## src/rtl/i2c_sensor_scheduler.sv

```systemverilog
// Init + periodic six-axis poll sequencer in front of the shared I2C transaction engine.
// Optional feature macro: SCHED_RETRY_EN (reissue a NACKed transaction up to MAX_RETRY times).
module i2c_sensor_scheduler #(
   parameter int POLL_DIV    = 100000,
   parameter int STARTUP_CYC = 5000,
   parameter int MAX_RETRY   = 3
) (
   input  logic        clk,
   input  logic        rst_n,
   input  logic        enable,
   output logic        txn_valid,
   input  logic        txn_ready,
   output logic        txn_rw,
   output logic [7:0]  txn_slave,
   output logic [7:0]  txn_reg,
   output logic [7:0]  txn_wdata,
   input  logic        txn_done,
   input  logic        txn_nack,
   input  logic [15:0] txn_rdata,
   output logic [31:0] PC_acl_x,
   output logic [31:0] PC_acl_y,
   output logic [31:0] PC_acl_z,
   output logic [31:0] PC_mag_x,
   output logic [31:0] PC_mag_y,
   output logic [31:0] PC_mag_z,
   output logic        sample_valid,
   output logic        init_done,
   output logic        overrun,
   output logic [7:0]  err_cnt
);

   localparam int PW  = $clog2(POLL_DIV);
   localparam int SW  = $clog2(STARTUP_CYC + 1);
   localparam int RTW = $clog2(MAX_RETRY + 2);
`ifdef SCHED_RETRY_EN
   localparam int RETRY_LIMIT = MAX_RETRY;
`else
   localparam int RETRY_LIMIT = MAX_RETRY * 0;
`endif

   localparam logic [2:0] SLOT_MZ     = 3'd5;
   localparam logic [2:0] SLOT_INIT_A = 3'd6;
   localparam logic [2:0] SLOT_INIT_M = 3'd7;

   typedef enum logic [2:0] {
      S_WAIT_START, S_INIT_A, S_INIT_M, S_IDLE, S_ISSUE, S_WAIT_DONE, S_PUBLISH
   } state_t;

   state_t           r_state;
   logic [PW-1:0]    r_poll_cnt;
   logic [SW-1:0]    r_start_cnt;
   logic [RTW-1:0]   r_retry;
   logic [2:0]       r_slot;
   logic [15:0]      r_shadow [0:4];
   logic             r_txn_valid;
   logic             r_txn_rw;
   logic [7:0]       r_txn_slave;
   logic [7:0]       r_txn_reg;
   logic [7:0]       r_txn_wdata;
   logic [31:0]      r_acl_x, r_acl_y, r_acl_z, r_mag_x, r_mag_y, r_mag_z;
   logic             r_sample_valid;
   logic             r_init_done;
   logic             r_overrun;
   logic [7:0]       r_err_cnt;

   logic             w_tick;
   logic [15:0]      w_value;

   // Slots 0..5 are the axis reads, 6/7 the two init writes: {rw, slave, reg, wdata}.
   function automatic logic [24:0] txn_fields(input logic [2:0] idx);
      case (idx)
         3'd0:    return {1'b1, 8'h32, 8'hA8, 8'h00};
         3'd1:    return {1'b1, 8'h32, 8'hAA, 8'h00};
         3'd2:    return {1'b1, 8'h32, 8'hAC, 8'h00};
         3'd3:    return {1'b1, 8'h3C, 8'h03, 8'h00};
         3'd4:    return {1'b1, 8'h3C, 8'h07, 8'h00};
         3'd5:    return {1'b1, 8'h3C, 8'h05, 8'h00};
         3'd6:    return {1'b0, 8'h32, 8'h20, 8'h37};
         default: return {1'b0, 8'h3C, 8'h02, 8'h00};
      endcase
   endfunction

   function automatic logic [31:0] sext16(input logic [15:0] v);
      return {{16{v[15]}}, v};
   endfunction

   assign w_tick  = (r_poll_cnt == '0);
   // Accel returns low byte first, magnetometer high byte first.
   assign w_value = (r_slot >= 3'd3) ? {txn_rdata[7:0], txn_rdata[15:8]} : txn_rdata;

   always_ff @(posedge clk) begin
      if (!rst_n) begin
         r_poll_cnt <= '0;
      end else if (w_tick) begin
         r_poll_cnt <= PW'(POLL_DIV - 1);
      end else begin
         r_poll_cnt <= r_poll_cnt - 1'b1;
      end
   end

   always_ff @(posedge clk) begin
      r_sample_valid <= 1'b0;
      r_overrun      <= 1'b0;
      if (!rst_n) begin
         r_state     <= S_WAIT_START;
         r_start_cnt <= '0;
         r_retry     <= '0;
         r_slot      <= '0;
         r_txn_valid <= 1'b0;
         r_txn_rw    <= 1'b0;
         r_txn_slave <= '0;
         r_txn_reg   <= '0;
         r_txn_wdata <= '0;
         r_acl_x     <= '0;
         r_acl_y     <= '0;
         r_acl_z     <= '0;
         r_mag_x     <= '0;
         r_mag_y     <= '0;
         r_mag_z     <= '0;
         r_init_done <= 1'b0;
         r_err_cnt   <= '0;
         for (int i = 0; i < 5; i++) r_shadow[i] <= '0;
      end else begin
         if (w_tick && r_state != S_IDLE && r_state != S_WAIT_START) r_overrun <= 1'b1;
         case (r_state)
            S_WAIT_START: begin
               if (r_start_cnt == SW'(STARTUP_CYC - 1)) begin
                  r_state     <= S_INIT_A;
                  r_slot      <= SLOT_INIT_A;
                  r_txn_valid <= 1'b1;
                  {r_txn_rw, r_txn_slave, r_txn_reg, r_txn_wdata} <= txn_fields(SLOT_INIT_A);
               end else begin
                  r_start_cnt <= r_start_cnt + 1'b1;
               end
            end
            S_INIT_A, S_INIT_M, S_ISSUE: begin
               if (txn_ready) begin
                  r_txn_valid <= 1'b0;
                  r_state     <= S_WAIT_DONE;
               end
            end
            S_WAIT_DONE: begin
               if (txn_done && txn_nack) begin
                  r_err_cnt <= (r_err_cnt == 8'hFF) ? 8'hFF : r_err_cnt + 8'd1;
                  if (r_retry < RTW'(RETRY_LIMIT)) begin
                     r_retry     <= r_retry + 1'b1;
                     r_txn_valid <= 1'b1;
                     r_state     <= (r_slot == SLOT_INIT_A) ? S_INIT_A :
                                    (r_slot == SLOT_INIT_M) ? S_INIT_M : S_ISSUE;
                  end else begin
                     r_retry <= '0;
                     r_state <= S_IDLE;
                  end
               end else if (txn_done) begin
                  r_retry <= '0;
                  if (r_slot == SLOT_INIT_A) begin
                     r_state     <= S_INIT_M;
                     r_slot      <= SLOT_INIT_M;
                     r_txn_valid <= 1'b1;
                     {r_txn_rw, r_txn_slave, r_txn_reg, r_txn_wdata} <= txn_fields(SLOT_INIT_M);
                  end else if (r_slot == SLOT_INIT_M) begin
                     r_init_done <= 1'b1;
                     r_state     <= S_IDLE;
                  end else if (r_slot == SLOT_MZ) begin
                     // Last axis bypasses its shadow so the frame publishes one cycle after done.
                     r_acl_x        <= sext16(r_shadow[0]);
                     r_acl_y        <= sext16(r_shadow[1]);
                     r_acl_z        <= sext16(r_shadow[2]);
                     r_mag_x        <= sext16(r_shadow[3]);
                     r_mag_y        <= sext16(r_shadow[4]);
                     r_mag_z        <= sext16(w_value);
                     r_sample_valid <= 1'b1;
                     r_state        <= S_PUBLISH;
                  end else begin
                     r_shadow[r_slot] <= w_value;
                     r_slot           <= r_slot + 3'd1;
                     r_txn_valid      <= 1'b1;
                     {r_txn_rw, r_txn_slave, r_txn_reg, r_txn_wdata} <= txn_fields(r_slot + 3'd1);
                     r_state          <= S_ISSUE;
                  end
               end
            end
            S_IDLE: begin
               if (w_tick && !r_init_done) begin
                  r_state     <= S_INIT_A;
                  r_slot      <= SLOT_INIT_A;
                  r_txn_valid <= 1'b1;
                  {r_txn_rw, r_txn_slave, r_txn_reg, r_txn_wdata} <= txn_fields(SLOT_INIT_A);
               end else if (w_tick && enable) begin
                  r_state     <= S_ISSUE;
                  r_slot      <= 3'd0;
                  r_txn_valid <= 1'b1;
                  {r_txn_rw, r_txn_slave, r_txn_reg, r_txn_wdata} <= txn_fields(3'd0);
               end
            end
            S_PUBLISH: r_state <= S_IDLE;
            default:   r_state <= S_WAIT_START;
         endcase
      end
   end

   assign txn_valid    = r_txn_valid;
   assign txn_rw       = r_txn_rw;
   assign txn_slave    = r_txn_slave;
   assign txn_reg      = r_txn_reg;
   assign txn_wdata    = r_txn_wdata;
   assign PC_acl_x     = r_acl_x;
   assign PC_acl_y     = r_acl_y;
   assign PC_acl_z     = r_acl_z;
   assign PC_mag_x     = r_mag_x;
   assign PC_mag_y     = r_mag_y;
   assign PC_mag_z     = r_mag_z;
   assign sample_valid = r_sample_valid;
   assign init_done    = r_init_done;
   assign overrun      = r_overrun;
   assign err_cnt      = r_err_cnt;

endmodule

```

## config.mk

```make
export PLATFORM = sky130hd
export DESIGN_NAME = i2c_sensor_scheduler
export DESIGN_NICKNAME = d
export VERILOG_FILES = /design/src/rtl/i2c_sensor_scheduler.sv
export SDC_FILE = /design/constraint.sdc
export NUM_CORES = 1
export LEC_CHECK = 0
export CAP_MARGIN = 20
export CORE_MARGIN = 4
export CORE_UTILIZATION = 45
export DETAILED_ROUTE_END_ITERATION = 8
export DONT_BUFFER_PORTS = 1
export REMOVE_ABC_BUFFERS = 1
export SYNTH_ARGS = -nofsm -noshare
export SYNTH_HDL_FRONTEND = slang
export SYNTH_SLANG_ARGS = --single-unit
```

## constraint.sdc

```tcl
create_clock -name clk -period 6.75 [get_ports clk]
set_clock_uncertainty 0.1 [all_clocks]
set_input_delay 0.675 -clock clk [delete_from_list [all_inputs] [get_ports clk]]
set_output_delay 0.675 -clock clk [all_outputs]
set_load 0.005 [all_outputs]
```

==> results by group, run 1 <==
Status
  • Outcome: finished clean

STA
  • Setup TNS: 0 ps
  • Hold Vio Cnt, Final: 0
  • FMAX: 295 MHz
  • Setup violators final: 0
  • Unrepaired setup endpoints after global routing: no
  • Final Cycle Share: 50.2%
  • Slack of the critical path: 3360 ps
  • Slew headroom: 26.4%
  • Fin crit period: 3390 ps
  • Max Slew Vio Count: 0
  • Slew at the pin with the worst max-slew slack: 1070 ps

Critical path
  • Crit path max-delay family: simple AND/OR/NAND/NOR gates
  • Crit path kind: reg -> reg
  • Crit path buffers/inverters: 0
  • Arrival @ worst endpoint: 3420 ps
  • Crit path max-delay cell type: nand2_1
  • Largest stage delay, worst path: 770 ps
  • Crit. End Element: flop
  • CP cell instances: nand3b_1, nor3_1, nand3_1, nand2_1
  • Worst setup SP type: flop
  • CP Data Required Time: 6790 ps
  • Critical-path maximum fanout: 17

Power and ir drop
  • Clock power share: 34.7%
  • Total Power: 0.00376 W
  • Int Pwr: 0.00263 W
  • Cell Pwr Density: 368 nW/um^2
  • Register share of total power: 45.1%
  • LEAKAGE: 3.59 nW
  • Combinational power share: 20.2%
  • Sw Share: 30.1%
  • Peak supply drop: 0.000254 V
  • Switching power: 0.00113 W

Clock tree
  • CTS Buffer Depth: 3
  • Worst-Skew Late Latency: 510 ps
  • Root Driver: clkbuf_16
  • Clk slew on worst S/H paths: 60 ps
  • Post-cts sizing count: 0
  • Hold buffer count at cts: 0
  • TritonCTS clock tree: done
  • Post-CTS Repair Setup Buffers: 0
  • Clock sinks: 234
  • CTS buffer count: 25
  • CTS H-tree depth: 1

Yosys
  • Post-synth EDFFs: 80
  • Register area share after synthesis: 54.6%
  • Commonest cells in the netlist: 190 x nand2_1, 154 x dfxtp_1, 142 x nor2_1
  • Post-synthesis mux area share: 2.19%
  • Post-synth top area share: 30.7%
  • Synth Flop Type: dfxtp_1
  • Largest family of logic cells by synthesized area: simple AND/OR/NAND/NOR gates
  • Top cells by area, synth: dfxtp_1 31%, edfxtp_1 24%, buf_4 8.4%
  • Complex-gate fraction of the synthesized area: 10.7%
  • Post-Synth Simple-Gate Area: 17.5%
  • Area of the mapped netlist: 10000 sq um
  • Ys async rst share: 0%
  • Synth cell types: 58
  • Most common cell in the netlist: nand2_1
  • Number of synthesized register bits: 234
  • Synth warn: 0
  • Mapped Cells: 1060
  • Cell taking the most area after synthesis: dfxtp_1
  • Xor and xnor area share after synthesis: 2.44%
  • Post-Synth Adder-Cell Area: 1.62%
  • Mean post-synth cell area: 9.48 sq um

Detailed routing
  • Via density: 5.34
  • Routed Antenna Nets: 0
  • Iter 0 DRT Violations: 466
  • Total wire length: 22700 um
  • DRC: 0
  • Drt first pass iters: 5
  • Vias: 6567
  • WL/cell: 18.5 um

GRT
  • Vias in the first global route: 6233
  • First-pass GRT wire length: 35200 um
  • All-layer global routing usage: 17.7%
  • Pin count of the biggest net entering global routing: 113
  • Total gr overflow: 0
  • Initial antenna violation count: 0

Min path
  • Hold Crit Class: in -> reg

Floorplanning
  • Die Wd: 157 um
  • I/O pin count: 251
  • Die height: 157 um
  • Core area: 21900 sq um
  • Die Footprint: 24800 sq um
  • FP Rows: 54
  • Starting Density: 45.9%

Place
  • DP HPWL: 15100 um
  • Placer Congestion: 0.819
  • Dpl ws: 3420 ps
  • Port buffer count: 0

Layout
  • Area delta synth->final: 1.63%
  • Largest register by flop count: r_shadow
  • Final core occ: 46.6%
  • Biggest regs: r_shadow x80, r_poll_cnt x17
  • # nets final: 966
  • Flip-flop count of the largest register after layout: 80
  • Layout cell share with drive strength beyond 1: 5.79%
  • N_diodes: 0

Run
  • Total of max-cap violations: 0
power groups by stage:
stage | clock network [W] | logic, W | registers, W
final | 0.00131 | 0.000758 | 0.00170
after global routing | 0.00141 | 0.000844 | 0.00171
after floorplan | 0 | 0.000590 | 0.00169
after global placement | 0 | 0.000749 | 0.00172
after CTS | 0.00134 | 0.000762 | 0.00169
after detailed placement | 0 | 0.000756 | 0.00172
metal layers:
metal	part of all wire (%)	vias to the layer above	wire length, um	global-route usage (%)
met5	0	-	0	0
met1	43	3110	9740	23.5
met3	8.3	38	1880	4.92
met2	46	212	10600	29.0
met4	2.3	0	526	4.34
li1	-	3207	-	-
kinds of logic (layout without fill, tap and decap cells):
group           after synthesis  count (layout)
simple gates                407             407
compound gates              179             179
fa+ha+maj                    13              13
other cells                   1               8
flops                       234             234
xor+xnor                     28              28
buf+inv                     176              59
mux                          22              22
layout by cell type, fill, tap and decap left out, drive strengths merged, types with 5 or more instances in the layout:
master,synthesis,layout
clkbuf,39,33
dfxtp,154,154
o21ai,14,14
nand2,190,190
xor2,17,17
clkinv,0,10
nand4,7,7
conb,1,8
nand2b,5,5
nor4,5,5
mux2i,22,22
a211oi,22,22
inv,9,10
a21oi,115,115
nor2,142,142
edfxtp,80,80
ha,13,13
xnor2,11,11
and3,5,5
nand3,17,17
and3b,6,6
nor3,14,14
or3,5,5
path summary, 6_finish.rpt:
path	start	cells after the start	slack, ps	to
worst max register to register	r_state[0]	4	3360	r_shadow[1][7]
worst min register to register	r_poll_cnt[15]	1	370	r_poll_cnt[15]
worst min-delay path	rst_n	1	190	txn_slave[4]
worst max-delay path	r_state[0]	4	3360	r_shadow[1][7]
layout make-up:
type	instances	area [sq um]
fillers	2100	11700
flip-flops and latches	234	5490
multi-input cells	657	3500
clock buffers	33	676
well taps	280	350
clock inverters	13	113
repair buffers	4	50.0
inverters	9	36.3
worst reg2reg max path, delay by kind of cell (launching register included):
kind | cells | cell delay (ps)
simple gates | 4 | 2270
flops | 1 | 650
stage by stage:
stage               instances  hold WS, ps  cell area [sq um]
floorplan                 900          344               9000
global placement         1183          364               9390
detailed placement       1183          365               9390
CTS                      1229          165              10200
global route             1230          175              10200
finish                   1230          190              10200
Note: power is estimated with default switching activity, not from simulation.
==> run 2: changes to the inputs <==
==> constraint.sdc (replaced) <==
create_clock -name clk -period 2.8 [get_ports clk]
set_clock_uncertainty 0.1 [all_clocks]
set_input_delay 0.28 -clock clk [delete_from_list [all_inputs] [get_ports clk]]
set_output_delay 0.28 -clock clk [all_outputs]
set_load 0.005 [all_outputs]
==> run 2 against run 1 <==
Effect of this change:
- combinational power rose to 2.8 times the previous value
- clock-buffer cell count down 1
- hold slack worse by 150 ps
- first-iteration DRC count down 27%
- die area unchanged
- critical path type unchanged
- worst setup slack worse by 3000 ps
- sequential power up 140%
- register-to-register slack worse by 3000 ps
- largest cell class unchanged
- non-clock buffer count up 43
- global-route usage up 0.51 points
- clock power up 130%
- flip-flop and latch count unchanged
==> results by group, run 2 (synthesized netlist as in run 1, its figures left out) <==
Power and ir drop
  • LEAKAGE: 3.78 nW (was 3.59 nW)
  • Peak supply drop: 0.000556 V (was 0.000254 V)
  • Total Power: 0.00923 W (was 0.00376 W)
  • Cell Pwr Density: 876 nW/um^2 (was 368 nW/um^2)

Detailed routing
  • Iter 0 DRT Violations: 339 (was 466)
  • WL/cell: 18.0 um (was 18.5 um)
  • Drt first pass iters: 4 (was 5)
  • Total wire length: 22900 um (was 22700 um)
  • Via density: 5.28 (was 5.34)
  • DRC: 0 (unchanged)
  • Vias: 6719 (was 6567)
  • Routed Antenna Nets: 0 (unchanged)

STA
  • Slew headroom: 39.6% (was 26.4%)
  • Hold Vio Cnt, Final: 0 (unchanged)
  • Unrepaired setup endpoints after global routing: no (unchanged)
  • Fin Hold WS: 37.6 ps (was 190 ps)
  • Final Cycle Share: 88.6% (was 50.2%)
  • Slew at the pin with the worst max-slew slack: 905 ps (was 1070 ps)
  • Fin crit period: 2480 ps (was 3390 ps)
  • FMAX: 403 MHz (was 295 MHz)
  • Setup violators final: 0 (unchanged)
  • Max Slew Vio Count: 0 (unchanged)

Place
  • Placed cells: 1225 (was 1183)
  • Port buffer count: 0 (unchanged)
  • Cell Area, Placed: 9760 sq um (was 9390 sq um)
  • DP HPWL: 14900 um (was 15100 um)
  • Placer Congestion: 0.846 (was 0.819)

Clock tree
  • CTS buffer count: 25 (unchanged)
  • CTS Buffer Depth: 3 (unchanged)
  • Worst-Skew Late Latency: 530 ps (was 510 ps)
  • Post-CTS Repair Setup Buffers: 0 (unchanged)
  • TritonCTS clock tree: done (unchanged)
  • CTS H-tree depth: 1 (unchanged)
  • Clk slew on worst S/H paths: 60 ps (about the same)
  • Root Driver: clkbuf_16 (unchanged)
  • Clock sinks: 234 (unchanged)

Critical path
  • Crit path kind: reg -> reg (unchanged)
  • Arrival @ worst endpoint: 2790 ps (was 3420 ps)
  • Worst setup SP type: flop (unchanged)
  • Crit. End Element: flop (unchanged)
  • Critical-path maximum fanout: 7 (was 17)
  • CP Data Required Time: 3110 ps (was 6790 ps)

Layout
  • Largest register by flop count: r_shadow (unchanged)
  • Post-route cell area: 10500 sq um (was 10200 sq um)
  • Area delta synth->final: 4.88% (was 1.63%)
  • Biggest regs: r_shadow x80, r_poll_cnt x17 (unchanged)
  • Most frequent cells in the layout: 190 x nand2_1, 154 x dfxtp_1, 142 x nor2_1 (unchanged)
  • Non-Filler Instances: 1273 (was 1230)
  • Flip-flop count of the largest register after layout: 80 (unchanged)
  • Layout cell share with drive strength beyond 1: 9.26% (was 5.79%)
  • Most common cell after layout, fill and taps aside: nand2_1 (unchanged)
  • N_diodes: 0 (unchanged)
  • # nets final: 1009 (was 966)

Floorplanning
  • I/O pin count: 251 (unchanged)
  • Die Wd: 157 um (unchanged)
  • Core area: 21900 sq um (unchanged)
  • Die height: 157 um (unchanged)
  • Die Footprint: 24800 sq um (unchanged)
  • FP Rows: 54 (unchanged)
  • Starting Density: 45.9% (unchanged)

GRT
  • Vias in the first global route: 6458 (was 6233)
  • Total gr overflow: 0 (unchanged)
  • First-pass GRT wire length: 35900 um (was 35200 um)
  • Initial antenna violation count: 0 (unchanged)
  • Pin count of the biggest net entering global routing: 82 (was 113)
  • All-layer global routing usage: 18.3% (was 17.7%)

Status
  • Outcome: finished clean (unchanged)

Min path
  • Hold Crit Class: in -> reg (unchanged)

Run
  • Total of max-cap violations: 0 (unchanged)
-- run 2: worst max-delay path: stages, from the launching register on --
cell	delay (ps)
dfxtp_1	380
ha_1	260
ha_1	270
a21boi_0	170
o21ai_0	350
and3b_1	360
nand2_1	110
o311a_1	370
-- run 2: power by group --
part	internal, W	switching [W]	leakage (nW)
Sequential	0.00377	0.000248	2.07
Clock	0.00174	0.00132	0.361
Combinational	0.000860	0.00129	1.35
-- run 2: worst paths after layout --
check,from,slack [ps],depth (start not counted),endpoint
worst min-delay path,rst_n,40,2,r_start_cnt[6]
worst min register to register,PC_acl_x[13],370,2,PC_acl_x[13]
worst max register to register,r_slot[0],320,7,txn_wdata[4]
worst max-delay path,r_slot[0],320,7,txn_wdata[4]
-- run 2: stage by stage --
step	setup slack [ps]	utilization (%)	TNS, ps
global placement	387	44.6	0
global route	138	48.1	0
CTS	327	48.1	0
floorplan	-4650	-	-428030
finish	319	48.1	0
detailed placement	339	44.6	0
-- run 2: metal layers --
metal	global-route usage, %	wire, um
met1	22.8	9530
met2	30.3	10800
met3	5.33	1770
met4	6.31	835
met5	0	0
-- run 2: area by class of cell --
class	count	area (sq um)
fill	2080	11400
sequential	234	5490
multi-input combinational	657	3500
clock buffer	32	652
timing repair buffer	47	408
tap	280	350
clock inverter	14	105
inverter	9	36.3
-- run 2: repair_timing --
item                                    in CTS  in global routing
endpoints found under the setup margin       0                  0
hold buffers                                 2                  0
gates resized for setup                      0                  0
hold endpoints to repair                    12                  0
